$ cat src/rtl/cell_tester.sv
`default_nettype none
// ============================================================================
//  Module   : cell_tester
//  Purpose  : Exhaustive truth-table tester for one RV523 discrete logic cell.
//             Drives every input vector of the selected cell, holds it for
//             SETTLE_CYCLES clocks, samples the cell output through a 2-flop
//             synchroniser and compares it with the cell's Boolean function.
//  Revision : 1.0 - initial release
//
//  Ports
//    clk           in   1  system clock, rising edge
//    rst           in   1  asynchronous active-high reset
//    start_i       in   1  begin a sweep (sampled in IDLE only)
//    cell_sel_i    in   4  cell code 0..10 (11..15 invalid)
//    dut_y_i       in   1  cell output, asynchronous to clk
//    dut_a_o       out  4  cell input drive, pin declaration order
//    busy_o        out  1  sweep in progress
//    done_o        out  1  one-cycle pulse at sweep end
//    pass_o        out  1  last sweep clean and cell code valid
//    bad_sel_o     out  1  last accepted start used an invalid cell code
//    err_count_o   out  5  mismatches in last sweep (0..16)
//    first_fail_o  out  4  vector of first mismatch (valid if err_count_o!=0)
//
//  Build option
//    CELL_TESTER_STOP_ON_FAIL_EN : when defined, the first mismatch ends the
//                                  sweep on the following edge.
// ============================================================================
module cell_tester #(
    parameter int unsigned SETTLE_CYCLES = 8
) (
    input  logic       clk,
    input  logic       rst,
    input  logic       start_i,
    input  logic [3:0] cell_sel_i,
    input  logic       dut_y_i,
    output logic [3:0] dut_a_o,
    output logic       busy_o,
    output logic       done_o,
    output logic       pass_o,
    output logic       bad_sel_o,
    output logic [4:0] err_count_o,
    output logic [3:0] first_fail_o
);

    typedef enum logic [1:0] {
        S_IDLE   = 2'd0,
        S_RUN    = 2'd1,
        S_FINISH = 2'd2
    } state_t;

    localparam logic [7:0] C_LAST_CNT = 8'(SETTLE_CYCLES - 1);

    // Library Boolean function of each cell, inputs in pin declaration order.
    function automatic logic cell_fn(input logic [3:0] sel, input logic [3:0] a);
        logic y;
        case (sel)
            4'd0:    y = ~a[0];                                  // NOT
            4'd1:    y = ~(a[0] & a[1]);                         // NAND2
            4'd2:    y = ~(a[0] | a[1]);                         // NOR2
            4'd3:    y = ~(a[0] & a[1] & a[2]);                  // NAND3
            4'd4:    y = ~(a[0] | a[1] | a[2]);                  // NOR3
            4'd5:    y = ~(a[0] | (a[1] & a[2]));                // AOI21
            4'd6:    y = ~(a[0] & (a[1] | a[2]));                // OAI21
            4'd7:    y = ~((a[0] & a[1]) | (a[2] & a[3]));       // AOI22
            4'd8:    y = ~((a[0] | a[1]) & (a[2] | a[3]));       // OAI22
            4'd9:    y = ~(a[0] | a[1] | (a[2] & a[3]));         // AOI211
            4'd10:   y = ~(a[0] & a[1] & (a[2] | a[3]));         // OAI211
            default: y = 1'b0;
        endcase
        return y;
    endfunction

    // Number of inputs of each cell; 0 marks an invalid code.
    function automatic logic [2:0] cell_width(input logic [3:0] sel);
        logic [2:0] k;
        case (sel)
            4'd0:                      k = 3'd1;
            4'd1, 4'd2:                k = 3'd2;
            4'd3, 4'd4, 4'd5, 4'd6:    k = 3'd3;
            4'd7, 4'd8, 4'd9, 4'd10:   k = 3'd4;
            default:                   k = 3'd0;
        endcase
        return k;
    endfunction

    state_t     state_q;
    logic [3:0] sel_q;
    logic [2:0] k_q;
    logic [3:0] vec_q;
    logic [7:0] cnt_q;
    logic       sync1_q;
    logic       sync2_q;
    logic [3:0] dut_a_q;
    logic       busy_q;
    logic       done_q;
    logic       pass_q;
    logic       bad_sel_q;
    logic [4:0] err_count_q;
    logic [3:0] first_fail_q;
`ifdef CELL_TESTER_STOP_ON_FAIL_EN
    logic       stop_q;
`endif

    logic [3:0] last_vec_d;
    logic [3:0] vec_d;
    logic [3:0] dut_a_d;
    logic       mismatch_d;
    logic [4:0] err_count_d;

    always_comb begin
        // last_vec_d doubles as the k-bit mask for the drive value.
        last_vec_d  = 4'((5'd1 << k_q) - 5'd1);
        vec_d       = vec_q + 4'd1;
        dut_a_d     = vec_d & last_vec_d;
        mismatch_d  = (sync2_q != cell_fn(sel_q, vec_q));
        err_count_d = mismatch_d ? (err_count_q + 5'd1) : err_count_q;
    end

    always_ff @(posedge clk or posedge rst) begin
        if (rst) begin
            state_q      <= S_IDLE;
            sel_q        <= 4'd0;
            k_q          <= 3'd0;
            vec_q        <= 4'd0;
            cnt_q        <= 8'd0;
            sync1_q      <= 1'b0;
            sync2_q      <= 1'b0;
            dut_a_q      <= 4'd0;
            busy_q       <= 1'b0;
            done_q       <= 1'b0;
            pass_q       <= 1'b0;
            bad_sel_q    <= 1'b0;
            err_count_q  <= 5'd0;
            first_fail_q <= 4'd0;
`ifdef CELL_TESTER_STOP_ON_FAIL_EN
            stop_q       <= 1'b0;
`endif
        end else begin
            sync1_q <= dut_y_i;
            sync2_q <= sync1_q;

            case (state_q)
                S_IDLE: begin
                    done_q <= 1'b0;
                    if (start_i) begin
                        sel_q        <= cell_sel_i;
                        k_q          <= cell_width(cell_sel_i);
                        vec_q        <= 4'd0;
                        cnt_q        <= 8'd0;
                        dut_a_q      <= 4'd0;
                        err_count_q  <= 5'd0;
                        first_fail_q <= 4'd0;
                        pass_q       <= 1'b0;
`ifdef CELL_TESTER_STOP_ON_FAIL_EN
                        stop_q       <= 1'b0;
`endif
                        if (cell_width(cell_sel_i) != 3'd0) begin
                            bad_sel_q <= 1'b0;
                            busy_q    <= 1'b1;
                            state_q   <= S_RUN;
                        end else begin
                            // Invalid code: report straight away, never busy.
                            bad_sel_q <= 1'b1;
                            busy_q    <= 1'b0;
                            done_q    <= 1'b1;
                            state_q   <= S_FINISH;
                        end
                    end
                end

                S_RUN: begin
`ifdef CELL_TESTER_STOP_ON_FAIL_EN
                    if (stop_q) begin
                        stop_q  <= 1'b0;
                        busy_q  <= 1'b0;
                        done_q  <= 1'b1;
                        dut_a_q <= 4'd0;
                        pass_q  <= (err_count_q == 5'd0) && !bad_sel_q;
                        state_q <= S_FINISH;
                    end else
`endif
                    if (cnt_q == C_LAST_CNT) begin
                        cnt_q       <= 8'd0;
                        err_count_q <= err_count_d;
                        if (mismatch_d && (err_count_q == 5'd0)) begin
                            first_fail_q <= vec_q;
                        end
                        vec_q <= vec_d;
                        if (vec_q == last_vec_d) begin
                            // Last vector compared: pass uses the updated count.
                            busy_q  <= 1'b0;
                            done_q  <= 1'b1;
                            dut_a_q <= 4'd0;
                            pass_q  <= (err_count_d == 5'd0) && !bad_sel_q;
                            state_q <= S_FINISH;
                        end else begin
                            dut_a_q <= dut_a_d;
`ifdef CELL_TESTER_STOP_ON_FAIL_EN
                            if (mismatch_d) begin
                                stop_q <= 1'b1;
                            end
`endif
                        end
                    end else begin
                        cnt_q <= cnt_q + 8'd1;
                    end
                end

                S_FINISH: begin
                    done_q  <= 1'b0;
                    busy_q  <= 1'b0;
                    dut_a_q <= 4'd0;
                    state_q <= S_IDLE;
                end

                default: begin
                    state_q <= S_IDLE;
                end
            endcase
        end
    end

    assign dut_a_o      = dut_a_q;
    assign busy_o       = busy_q;
    assign done_o       = done_q;
    assign pass_o       = pass_q;
    assign bad_sel_o    = bad_sel_q;
    assign err_count_o  = err_count_q;
    assign first_fail_o = first_fail_q;

endmodule
`default_nettype wire

$ cat config.mk
export PLATFORM = sky130hd
export DESIGN_NAME = cell_tester
export DESIGN_NICKNAME = d
export VERILOG_FILES = /design/src/rtl/cell_tester.sv
export SDC_FILE = /design/constraint.sdc
export NUM_CORES = 1
export LEC_CHECK = 0
export ABC_CLOCK_PERIOD_IN_PS = 5000
export CAP_MARGIN = 20
export CORE_ASPECT_RATIO = 0.7
export CORE_MARGIN = 5
export CORE_UTILIZATION = 50
export DETAILED_ROUTE_END_ITERATION = 10
export PLACE_DENSITY = 0.78
export SYNTH_ARGS = -nofsm -noshare
export SYNTH_HDL_FRONTEND = slang
export SYNTH_SLANG_ARGS = --single-unit
$ cat constraint.sdc
create_clock -name clk -period 5 [get_ports clk]
set_clock_uncertainty 0.1 [all_clocks]
set_input_delay 0.75 -clock clk [delete_from_list [all_inputs] [get_ports clk]]
set_output_delay 0.75 -clock clk [all_outputs]
set_load 0.05 [all_outputs]
Yosys cells after proc, flatten, opt, wreduce, memory -nomap -nowiden --
Memories as Yosys holds them, arrays and structs flattened. A register that Yosys moved wholly into a read port is not among the register bits. Index checks and enable logic that the tools add are counted.
Cells by class: add/subtract/negate cells 4, equality and inequality tests 19, shift-type cells 1, multiplexer cells 38, bitwise logic cells 26, reductions and logical operators 19
Operator list (count):
- two-way mux 4 bit | 6
- equality test 4 x 3 -> 1 bit (second input constant) | 4
- two-way mux 8 bit | 2
- one-hot mux 4 bit (2 select lines) | 2
- one-hot mux 8 bit (2 select lines) | 1
- two-way mux 5 bit | 3
- equality test 4 bit (second input constant) | 3
- one-hot mux 4 bit (3 select lines) | 1
- AND reduction 3 bit | 4
- AND reduction 4 bit | 3
- two-way mux 1 bit | 11
- inverter 1 bit | 11
- one-hot mux 1 bit (11 select lines) | 1
- logical NOT 5 bit | 2
- one-hot mux 5 bit (2 select lines) | 1
- adder 8 x 1 -> 8 bit (second input constant) | 1
- equality test 4 x 2 -> 1 bit (second input constant) | 2
- equality test 8 x 3 -> 1 bit (second input constant) | 1
- two-way mux 2 bit | 4
- inequality test 2 bit (second input constant) | 4
- AND 1 bit | 7
- OR 1 bit | 7
- two-way mux 3 bit | 2
- one-hot mux 1 bit (3 select lines) | 2
- other kinds (19) | 22
Word-level totals: register bits 37, bits in read-only memories 96, bits of input ports 8, output and inout bits 17, logic and storage cells 122, memories 2
Memory list:
- (no name shown) | words 16, bits a word 3, read ports 1, clocked after memory_dff 1, write ports 0, RTL line 76 | case (sel)
- (no name shown) | words 16, bits a word 3, read ports 1, clocked after memory_dff 0, write ports 0, RTL line 76

Logic depth before layout (Yosys ltp) --
Gate-level depths: netlist (run 1).
depth after elaboration 11, depth in mapped cells 9, gate-level depth less buffers 8

Least setup slack after synthesis (run 1) --
No wires, ideal clock.
path kind reg-to-reg, start reg k_q[2], end reg busy_q (netlist: busy_o), setup time 67 ps, data arrival time 2275 ps, data required time 4833 ps, setup slack 2558 ps, cell stages (with the launch flop) 8, buffers on the path 0, period minus slack after synthesis 2442 ps, path through dfrtp_1 > or3_1 > ha_1 > xnor3_1 > and4_1 > o211ai_2 > or4b_1 > nand2_1
Between the ends: word-level cells in the longest chain between the ends 5
Ends and longest elaborated chain:
- start, declared | RTL line 88 | logic [2:0] k_q;
- left shift 1 x 3 -> 4 bit | RTL line 112 | last_vec_d = 4'((5'd1 << k_q) - 5'd1);
- subtractor 4 x 1 -> 4 bit | RTL line 112
- equality test 4 bit | RTL line 189 | if (vec_q == last_vec_d) begin
- inequality test 2 bit (no source line)
- AND reduction 4 bit (no source line)
- end signal, assigned | RTL line 129 | busy_q <= 1'b0;
- end signal, assigned | RTL line 191 | busy_q <= 1'b0;
- end signal, assigned | RTL line 211 | busy_q <= 1'b0;
- end, declared | RTL line 94 | logic busy_q;
Every way passes these cells. A chain may end at the register's enable or synchronous reset.

Worst setup path after layout (run 1) --
start reg state_q[1], end reg first_fail_q[1] (netlist: first_fail_o[1])
Between the ends: word-level cells in the longest chain between the ends 3, elaborated cells on any way between the ends 8, classes of those cells 4 x eq/ne; 1 x mux; 3 x reduce/logical
Ends and longest elaborated chain:
- start, declared | RTL line 86 | state_t state_q;
- start signal, assigned | RTL line 121 | state_q <= S_IDLE;
- start signal, assigned | RTL line 160 | state_q <= S_RUN;
- start signal, assigned | RTL line 166 | state_q <= S_FINISH;
- equality test 2 x 1 -> 1 bit / logical NOT 2 bit (equally long branches) | RTL line 142 | case (state_q)
- inequality test 2 bit (no source line) / nonzero test 2 bit (equally long branches)
- AND reduction 4 bit (no source line)
- end signal, assigned | RTL line 186 | first_fail_q <= vec_q;
- end, declared | RTL line 99 | logic [3:0] first_fail_q;
Several ways; a longest one is shown, not always the timed one.

==> flow_summary.json, run 1 <==
{
  "dp.cells": 369,
  "start_util_pct": 52.6,
  "min_period_over_period_pct": 63.0,
  "drc_errors": 0,
  "met1_length_microns": 2980,
  "wl_per_cell_microns": 16.0,
  "syn2layout_area_growth_pct": 14.1,
  "slew_headroom_pct": 53.5,
  "core_sq_mm": 0.00489,
  "vias": 2242,
  "power_switching_w": 0.000598,
  "ant_nets": 0,
  "io_pins": 25,
  "numCtsBuffers": 5,
  "cp_num_buf_inv": 2,
  "syn_inst": 287,
  "clock.fmax_ghz": 0.317,
  "internal_power_w": 0.000718,
  "whs_path_depth": 0,
  "power.leakage_nw": 1.23,
  "synth_cell_type_count": 62,
  "crit_required_ps": 5110,
  "dp_hpwl_microns": 4420,
  "cpMostUsedCell": "inv_1",
  "clkTransAtPathRegs_ps": 80,
  "syn_avg_cell_area_sq_um": 8.96,
  "antenna_cells": 0,
  "slowest_delay_ps": 590,
  "irDropWorstVdd_uv": 280,
  "critPathTopFamily": "simple AND/OR/NAND/NOR gates",
  "maxCapViolCount": 0,
  "grt_max_degree": 41,
  "die_w_microns": 95.7,
  "clk-insertion-delay-late_ps": 290,
  "ys_ff_latch": 40,
  "cp_data_arrival_time_ps": 3260,
  "antenna_found_initial": 0,
  "gr-usage-all-layers_pct": 18.8,
  "r2r-start": "state_q[1]",
  "drive_above_1_share_pct": 6.17,
  "synthesis.area_sq_mm": 0.00257,
  "cpMaxStageDelayCell": "ha_1",
  "grt_overflow": 0,
  "finalSetupViolCount": 0,
  "root_buffer": "clkbuf_8",
  "syn_nets": 309,
  "min_from": "sync1_q",
  "crit_fanout": 19,
  "power_frac_seq_pct": 34.3,
  "cts_tree": "built",
  "htreeDepth": 2,
  "cts_resized": 0,
  "power.density_mw_per_mm2": 449,
  "status": "finished, final reports clean",
  "die_area_sq_mm": 0.00670,
  "power.total_w": 0.00132,
  "dr.pass1.iters": 4,
  "rows": 21,
  "place.gp.congestion": 0.885,
  "via_per_inst": 5.95,
  "layout.nets": 329,
  "clock_sinks": 40,
  "synth_ff_type": "dfrtp_1",
  "wl_met3_microns": 471,
  "crit_chain": "inv_1 > ha_1 > inv_1 > o21ai_1 > nand2_1 > nor2_1 > nand4_1 > o221ai_1",
  "end_kind": "flop",
  "wl_met2_microns": 2500,
  "drt_wl_total_microns": 6050,
  "yosys-top-cells-area": "dfrtp_1 39%, nand2_1 7.4%, ha_1 6.8%",
  "grt_pass1_wl_microns": 10000,
  "final_common_cell": "nand2_1",
  "grt_setup_unrepaired": "false",
  "r2r_cells": 8,
  "hold_buffers": 0,
  "fin_tns_setup_ps": 0,
  "worst_slew_pin_slew_ps": 697,
  "yosysSeqAreaShare_pct": 38.9,
  "reg2reg_slack_ps": 1850,
  "holdWs_ps": 271,
  "crit_type": "reg -> reg",
  "final_cells": 377,
  "drtIter0Drc": 193,
  "hold_violations": 0,
  "post-cts-setup-buffers": 0,
  "synth.top_cell.area_share_pct": 38.9,
  "min_period_ps": 3150,
  "final_cell_mix": "51 x nand2_1, 40 x dfrtp_1, 32 x o21ai_0",
  "die-height_microns": 70.0,
  "clockBufferDepth": 2,
  "hold_path.class": "reg -> reg",
  "top_layer": "met4",
  "p_comb_share_pct": 48.7,
  "synth_top_cell_by_area": "dfrtp_1",
  "swShare_pct": 45.4,
  "min_to": "sync2_q",
  "power_frac_clock_pct": 17.0,
  "timing.final.max_slew_violations": 0,
  "reg2reg_to": "first_fail_o[1]",
  "grt_pass1_vias": 2025,
  "fillers": 453,
  "port_buffers": 24,
  "synth-edff-count": 0,
  "crit_path_start_kind": "flop",
  "synth_async_sr_flop_share_pct": 100,
  "synth_warnings": 0
}
## logic make-up (layout without fill, tap and decap cells)
kind of cell	after synthesis	in the layout	share of synthesized area, %
compound gates	78	78	23.1
xor+xnor	5	5	2.24
fa+ha+maj	14	14	6.81
buf+inv	27	48	4.62
flops	40	40	38.9
mux	3	3	1.26
simple gates	120	120	23.1
## state kept, by name (all words and copies together) (netlist names)
signal,flops
bad_sel_o,1
busy_o,1
cnt_q,8
done_o,1
dut_a_o,4
err_count_o,5
first_fail_o,4
k_q,3
pass_o,1
sel_q,4
state_q,2
sync1_q,1
sync2_q,1
vec_q,4
## metrics by stage
stage / setup slack (ps) / utilization, % / instance area [sq um]
after global routing: 1580 / 60.0 / 2930
final: 1850 / 60.0 / 2930
after CTS: 1890 / 60.0 / 2930
after floorplan: 2560 / - / 2570
after detailed placement: 1760 / 58.2 / 2840
after global placement: 1950 / 58.2 / 2840
## layer usage
metal,vias to the layer above,GRT usage (%)
met5,-,0
met4,0,5.21
met2,73,25.7
met3,13,4.72
met1,1061,29.1
li1,1095,-
## Yosys cell counts, types with 3 or more instances
cell and n:
buf_4 4, o221ai_1 5, nand4_1 9, or3_1 3, inv_1 14, a21oi_1 6, xnor2_1 3, nand3_1 11
nand2_1 51, dfrtp_1 40, o21ai_0 32, nor3b_1 4, and3_1 5, nor3_1 8, nor2_1 12, nand2b_1 6
nor2b_1 3, ha_1 14, clkbuf_1 5
## worst max-delay path by stage
stage / slack (ps) / end / start / depth (start not counted)
2_1_floorplan: 2560 / busy_o / k_q[2] / 7
3_3_place_gp: 1950 / first_fail_o[0] / start_i / 7
3_5_place_dp: 1760 / first_fail_o[1] / start_i / 7
4_1_cts: 1890 / first_fail_o[1] / state_q[1] / 8
5_1_grt: 1580 / first_fail_o[0] / state_q[1] / 8
6_report: 1850 / first_fail_o[1] / state_q[1] / 8
## layout make-up
| cell class | count | area, sq um | area share (%) |
|---|---|---|---|
| Multi-Input combinational cell | 220 | 1450 | 49.5 |
| Sequential cell | 40 | 1000 | 34.1 |
| Timing Repair Buffer | 25 | 248 | 8.44 |
| Clock buffer | 8 | 90.1 | 3.07 |
| Tap cell | 69 | 86.3 | 2.94 |
| Inverter | 15 | 56.3 | 1.92 |
## power groups by stage
| stage | logic, W | registers, W | clock network, W |
|---|---|---|---|
| finish | 0.000641 | 0.000452 | 0.000224 |
| CTS | 0.000639 | 0.000452 | 0.000228 |
| global placement | 0.000621 | 0.000453 | 0 |
| floorplan | 0.000474 | 0.000473 | 0 |
| global route | 0.000715 | 0.000464 | 0.000244 |
| detailed placement | 0.000636 | 0.000458 | 0 |
(Power assumes the default switching activity.)
==> run 2, diff against run 1 <==
--- a/config.mk
+++ b/config.mk
@@ -5,7 +5,7 @@
 export SDC_FILE = /design/constraint.sdc
 export NUM_CORES = 1
 export LEC_CHECK = 0
-export ABC_CLOCK_PERIOD_IN_PS = 5000
+export ABC_CLOCK_PERIOD_IN_PS = 3100
 export CAP_MARGIN = 20
 export CORE_ASPECT_RATIO = 0.7
 export CORE_MARGIN = 5
==> constraint.sdc (replaced) <==
create_clock -name clk -period 3.1 [get_ports clk]
set_clock_uncertainty 0.1 [all_clocks]
set_input_delay 0.465 -clock clk [delete_from_list [all_inputs] [get_ports clk]]
set_output_delay 0.465 -clock clk [all_outputs]
set_load 0.05 [all_outputs]
==> run 2 against run 1 <==
Final cell count increased by 0.53%. Register-to-register slack got worse by 1500 ps. Total power up 60%. Largest cell class unchanged. Via count fell by 0.31%. First-iteration DRC count down 5.7%. Sequential cell count unchanged. Fmax rose by 15%. Worst hold slack got worse by 13 ps. Wire length shrank 2.0%. Sequential power rose by 62%. Critical endpoint is now first_fail_o[2]. Core utilization increased by 0.28 points. Sequential share of layout area is 0.16 points lower.
==> flow_summary.json, run 2 (synthesized netlist as in run 1, its figures left out) <==
{
  "post-cts-setup-buffers": 0,
  "dr.pass1.iters": 4,
  "hold_violations": 0,
  "antenna_cells": 0,
  "slew_headroom_pct": 60.6,
  "swShare_pct": 45.7,
  "ant_nets": 0,
  "grt_max_degree": 41,
  "power_switching_w": 0.000965,
  "reg2reg_to": "first_fail_o[2]",
  "drc_errors": 0,
  "rows": 21,
  "cpMaxStageDelayCell": "dfrtp_1",
  "cts_resized": 0,
  "final_common_cell": "nand2_1",
  "core_sq_mm": 0.00489,
  "min_period_over_period_pct": 88.3,
  "largest_reg_flops": 8,
  "gr-usage-all-layers_pct": 19.1,
  "drive_above_1_share_pct": 7.42,
  "p_comb_share_pct": 49.4,
  "htreeDepth": 2,
  "crit_chain": "ha_1 > ha_1 > nor4bb_1 > a41oi_1 > nand4_1 > o221ai_1 > nor3_1 > o221ai_1",
  "whs_path_depth": 0,
  "crit_type": "reg -> reg",
  "syn2layout_area_growth_pct": 14.6,
  "power_frac_clock_pct": 15.9,
  "cp_data_arrival_time_ps": 2790,
  "final_cell_mix": "51 x nand2_1, 40 x dfrtp_1, 32 x o21ai_0",
  "clock_sinks": 40,
  "multiInputGateArea_sq_mm": 0.00145,
  "crit_start": "vec_q[0]",
  "top_register": "cnt_q",
  "drt_wl_total_microns": 5930,
  "reg2reg_slack_ps": 360,
  "start_util_pct": 52.6,
  "root_buffer": "clkbuf_8",
  "r2r-start": "vec_q[0]",
  "numCtsBuffers": 5,
  "grt_setup_unrepaired": "false",
  "die_w_microns": 95.7,
  "end_kind": "flop",
  "crit_required_ps": 3150,
  "die_area_sq_mm": 0.00670,
  "die-height_microns": 70.0,
  "fin_tns_setup_ps": 0,
  "fillers": 432,
  "clkTransAtPathRegs_ps": 80,
  "hold_path.class": "reg -> reg",
  "slowest_delay_ps": 480,
  "hold_buffers": 0,
  "cp-endpoint": "first_fail_o[2]",
  "power_frac_seq_pct": 34.6,
  "drtIter0Drc": 182,
  "internal_power_w": 0.00115,
  "vias": 2235,
  "dp_hpwl_microns": 4320,
  "power.leakage_nw": 1.24,
  "clockBufferDepth": 2,
  "finalSetupViolCount": 0,
  "layout.nets": 332,
  "irDropWorstVdd_uv": 582,
  "wl_per_cell_microns": 15.6,
  "cts_tree": "built",
  "grt_overflow": 0,
  "status": "finished, final reports clean",
  "clock.fmax_ghz": 0.365,
  "design_area_sq_mm": 0.00295,
  "timing.final.max_slew_violations": 0,
  "min_period_ps": 2740,
  "clk-insertion-delay-late_ps": 290,
  "regArea_sq_mm": 0.00100,
  "place.gp.congestion": 0.819,
  "grt_pass1_wl_microns": 10200,
  "power.density_mw_per_mm2": 716,
  "grt_pass1_vias": 2049,
  "crit_fanout": 8,
  "antenna_found_initial": 0,
  "crit_path_start_kind": "flop",
  "placed_area_sq_mm": 0.00287,
  "via_per_inst": 5.90,
  "io_pins": 25,
  "r2r_cells": 8,
  "worst_slew_pin_slew_ps": 592,
  "maxCapViolCount": 0,
  "port_buffers": 24
}
[run 2: cell types whose count changed in the layout (fill, tap and decap cells not counted), sizes merged]
cell	delta
buf	+3
clkbuf	-3
clkinv	+1
clkinvlp	+1
[run 2: metrics by stage]
| step | util [%] | total power [W] | setup WS (ps) | cells | hold WS, ps |
|---|---|---|---|---|---|
| 6_report | 60.3 | 0.00211 | 363 | 379 | 258 |
| 5_1_grt | 60.3 | 0.00230 | 35.3 | 379 | 265 |
| 4_1_cts | 60.3 | 0.00212 | 399 | 379 | 261 |
| 3_5_place_dp | 58.7 | 0.00178 | 432 | 372 | 239 |
| 3_3_place_gp | 58.7 | 0.00176 | 563 | 372 | 248 |
| 2_1_floorplan | - | 0.00153 | 658 | 287 | 231 |
[run 2: layout make-up]
type | instances | share of cell area (%)
Timing Repair Buffer | 28 | 9.17
Sequential cell | 40 | 34.0
Clock buffer | 5 | 2.33
Tap cell | 69 | 2.93
Multi-Input combinational cell | 220 | 49.3
Inverter | 15 | 1.91
Clock inverter | 2 | 0.424
[run 2: how the worst min path moves through the flow]
stage	start	slack [ps]	to
after floorplan	sync1_q	230	sync2_q
after global placement	sync1_q	250	sync2_q
after detailed placement	sync1_q	240	sync2_q
after CTS	sync1_q	260	sync2_q
after global routing	sync1_q	270	sync2_q
final	sync1_q	260	sync2_q
[run 2: power by group through the flow]
stage / clock [W] / sequential, W / combinational, W
after floorplan: 0 / 0.000763 / 0.000765
after global placement: 0 / 0.000736 / 0.00102
after detailed placement: 0 / 0.000737 / 0.00104
after CTS: 0.000347 / 0.000729 / 0.00104
after global routing: 0.000374 / 0.000751 / 0.00117
final: 0.000337 / 0.000732 / 0.00104
[run 2: layer usage]
metal | up-vias | routed length, microns | track usage, %
met4 | 0 | 19 | 4.42
met1 | 1063 | 3030 | 29.5
met2 | 67 | 2470 | 26.3
met5 | - | 0 | 0
li1 | 1103 | - | -
met3 | 2 | 404 | 4.94
[run 2: critical path, delay by kind of cell, from the launching register on]
family | cells | cell delay, ps
AOI/OAI and AO/OA | 3 | 580
adders and majority gates | 2 | 550
DFF | 1 | 480
and+or+nand+nor | 3 | 900
==> run 3, diff against run 2 <==
--- a/config.mk
+++ b/config.mk
@@ -5,6 +5,7 @@
 export SDC_FILE = /design/constraint.sdc
 export NUM_CORES = 1
 export LEC_CHECK = 0
+export ABC_AREA = 0
 export ABC_CLOCK_PERIOD_IN_PS = 3100
 export CAP_MARGIN = 20
 export CORE_ASPECT_RATIO = 0.7
==> results of run 3 <==
Same layout as run 2: the final DEF is identical, and so are final timing and power.
==> edit, RTL diff (config.mk and constraints of run 2) <==
Register the output `err_count_o` once more, without a reset; this adds one clock of latency there. The other outputs are not delayed to match.
--- a/src/rtl/cell_tester.sv
+++ b/src/rtl/cell_tester.sv
@@ -225,7 +225,9 @@
     assign done_o       = done_q;
     assign pass_o       = pass_q;
     assign bad_sel_o    = bad_sel_q;
-    assign err_count_o  = err_count_q;
+    always_ff @(posedge clk) begin
+        err_count_o <= err_count_q;
+    end
     assign first_fail_o = first_fail_q;
 
 endmodule
Function: changed (a bounded check fails within 10 cycles, from zero or initial values and one cycle with rst high).
==> edit against run 2 <==
  * Synthesized area shrank 2.9%
  * Via count shrank 11%
  * Fmax grew 2.9%
  * Sequential cell count grew 5
  * Final area shrank 1.8%
  * Global-route usage shrank 2.0 points
  * Total power shrank 1.2%
  * Worst setup slack gained 0.077 ns
  * Critical endpoint is now err_count_q[3]$_DFFE_PP0P_
  * Wire length shrank 14%
  * Sequential power grew 7.1%
==> edit: results (changes against run 2) <==
placement:
  place_congestion: 0.815  # -0.57%
  dpl.hpwl_microns: 3820  # -12%
  place_ws_ns: 0.478  # +0.0460 ns
  dp.cells: 351  # -5.6%
global_routing:
  use_met1: 0.258  # -0.0371
  grt_pass1_wl_microns: 9040  # -11%
  grt_pass1_vias: 1906  # -7.0%
  gr-usage-met2: 0.243  # -0.0198
  grt_max_degree: 41  # unchanged
  grtUsageMet3: 0.0402  # -0.00914
  grtUsageTotal: 0.171  # -0.0196
critical_path:
  regToRegEndpoint: "err_count_q[3]$_DFFE_PP0P_"
  worst-r2r-cell-count: 10  # +2
  timing.rr.start: "vec_q[1]$_DFFE_PP0P_"
  worst-r2r-setup-slack_ns: 0.44  # +0.08 ns
  arrival_ns: 2.75  # -0.04 ns
  path_max_fanout: 10  # +2
yosys:
  synth_common_cells: "dfrtp_1 (40), nand2_1 (39), o21ai_0 (22), ha_1 (14), inv_1 (14)"
  synth_compound_area_frac: 0.171  # -0.0592
  synthArstFlopShare: 0.889  # -0.111
  syn-instance-count: 265  # -7.7%
  synthXorXnorAreaFrac: 0.0441  # +0.0217
  synthMuxAreaShare: 0.0230  # +0.0104
  synth_seq_area_share: 0.441  # +0.0518
  syn_nets: 287  # -7.1%
  ys_top_cells_by_area: "dfrtp_1 (40%), ha_1 (7.0%), nand2_1 (5.9%)"
  ys_types: 52  # -16%
outcome:
  status: "finished clean"
final_layout:
  top_regs: "cnt_q: 8 flops, err_count_o: 5 flops, err_count_q: 5 flops"
  drive_above_1_share: 0.0655  # -0.00868
  layoutNonFillerInstCount: 359  # -5.3%
  final_nets: 311  # -6.3%
  n_fill_cell: 429  # -0.69%
power_and_ir_drop:
  leakagePower_nw: 1.29  # +3.8%
  peakVddDrop_mv: 0.599  # +2.9%
route:
  wire_per_inst_microns: 14.3  # -8.8%
  drt-met1-wl_microns: 2540  # -16%
  num_vias: 1993  # -11%
  drt_iter0_markers: 187  # +2.7%
  dr_wl_met3_microns: 308  # -24%
timing:
  fmax_mhz: 376  # +2.9%
  worstMarginPinSlew_ns: 0.587  # -0.00487 ns
==> edit: changes by cell type in the layout (fill, tap and decap cells not counted), sizes merged, moves of 4 or more <==
cell / run 2 / this run
o221ai: 5 / 1
a22o: 1 / 9
dfxtp: 0 / 5
nand2b: 6 / 2
nand4: 9 / 5
o21ai: 34 / 24
nand2: 51 / 40
==> edit: through the flow <==
step            util  hold slack [ns]  power (W)
4_1_cts        0.602            0.273    0.00210
5_1_grt        0.602            0.286    0.00226
3_3_place_gp   0.581            0.234    0.00168
2_1_floorplan      -            0.231    0.00147
6_report       0.602            0.268    0.00209
3_5_place_dp   0.581            0.253    0.00170
==> edit: layout make-up <==
| type | count | area [sq um] | area share |
|---|---|---|---|
| inverter | 14 | 52.6 | 0.0182 |
| tap | 69 | 86.3 | 0.0298 |
| timing repair buffer | 27 | 263 | 0.0908 |
| multi-input combinational | 196 | 1290 | 0.446 |
| sequential | 45 | 1100 | 0.380 |
| clock buffer | 7 | 96.3 | 0.0333 |
| clock inverter | 1 | 5.00 | 0.00173 |
==> edit: report_power, final <==
group	internal, W	total, W	switching, W
clock	0.000201	0.000394	0.000193
combinational	0.000360	0.000908	0.000548
sequential	0.000677	0.000784	0.000107
==> edit: cell families (layout without fill, tap and decap cells) <==
kind of cell / after synthesis / in the layout
flip-flops: 45 / 45
multiplexers: 5 / 5
adder cells (fa/ha/maj): 14 / 14
AO/OA/AOI/OAI: 63 / 63
AND/OR/NAND/NOR: 103 / 103
XOR/XNOR: 11 / 11
buffers and inverters: 24 / 49
==> edit: worst max-delay path, cell delays in order (launching register included) <==
cell and delay, ns:
dfrtp_1 0.49, ha_1 0.26, ha_1 0.18, mux2i_1 0.20
a22oi_1 0.11, o2111a_1 0.25, a221oi_2 0.34, buf_4 0.23
nand2_2 0.06, xnor2_1 0.12, a22o_1 0.21
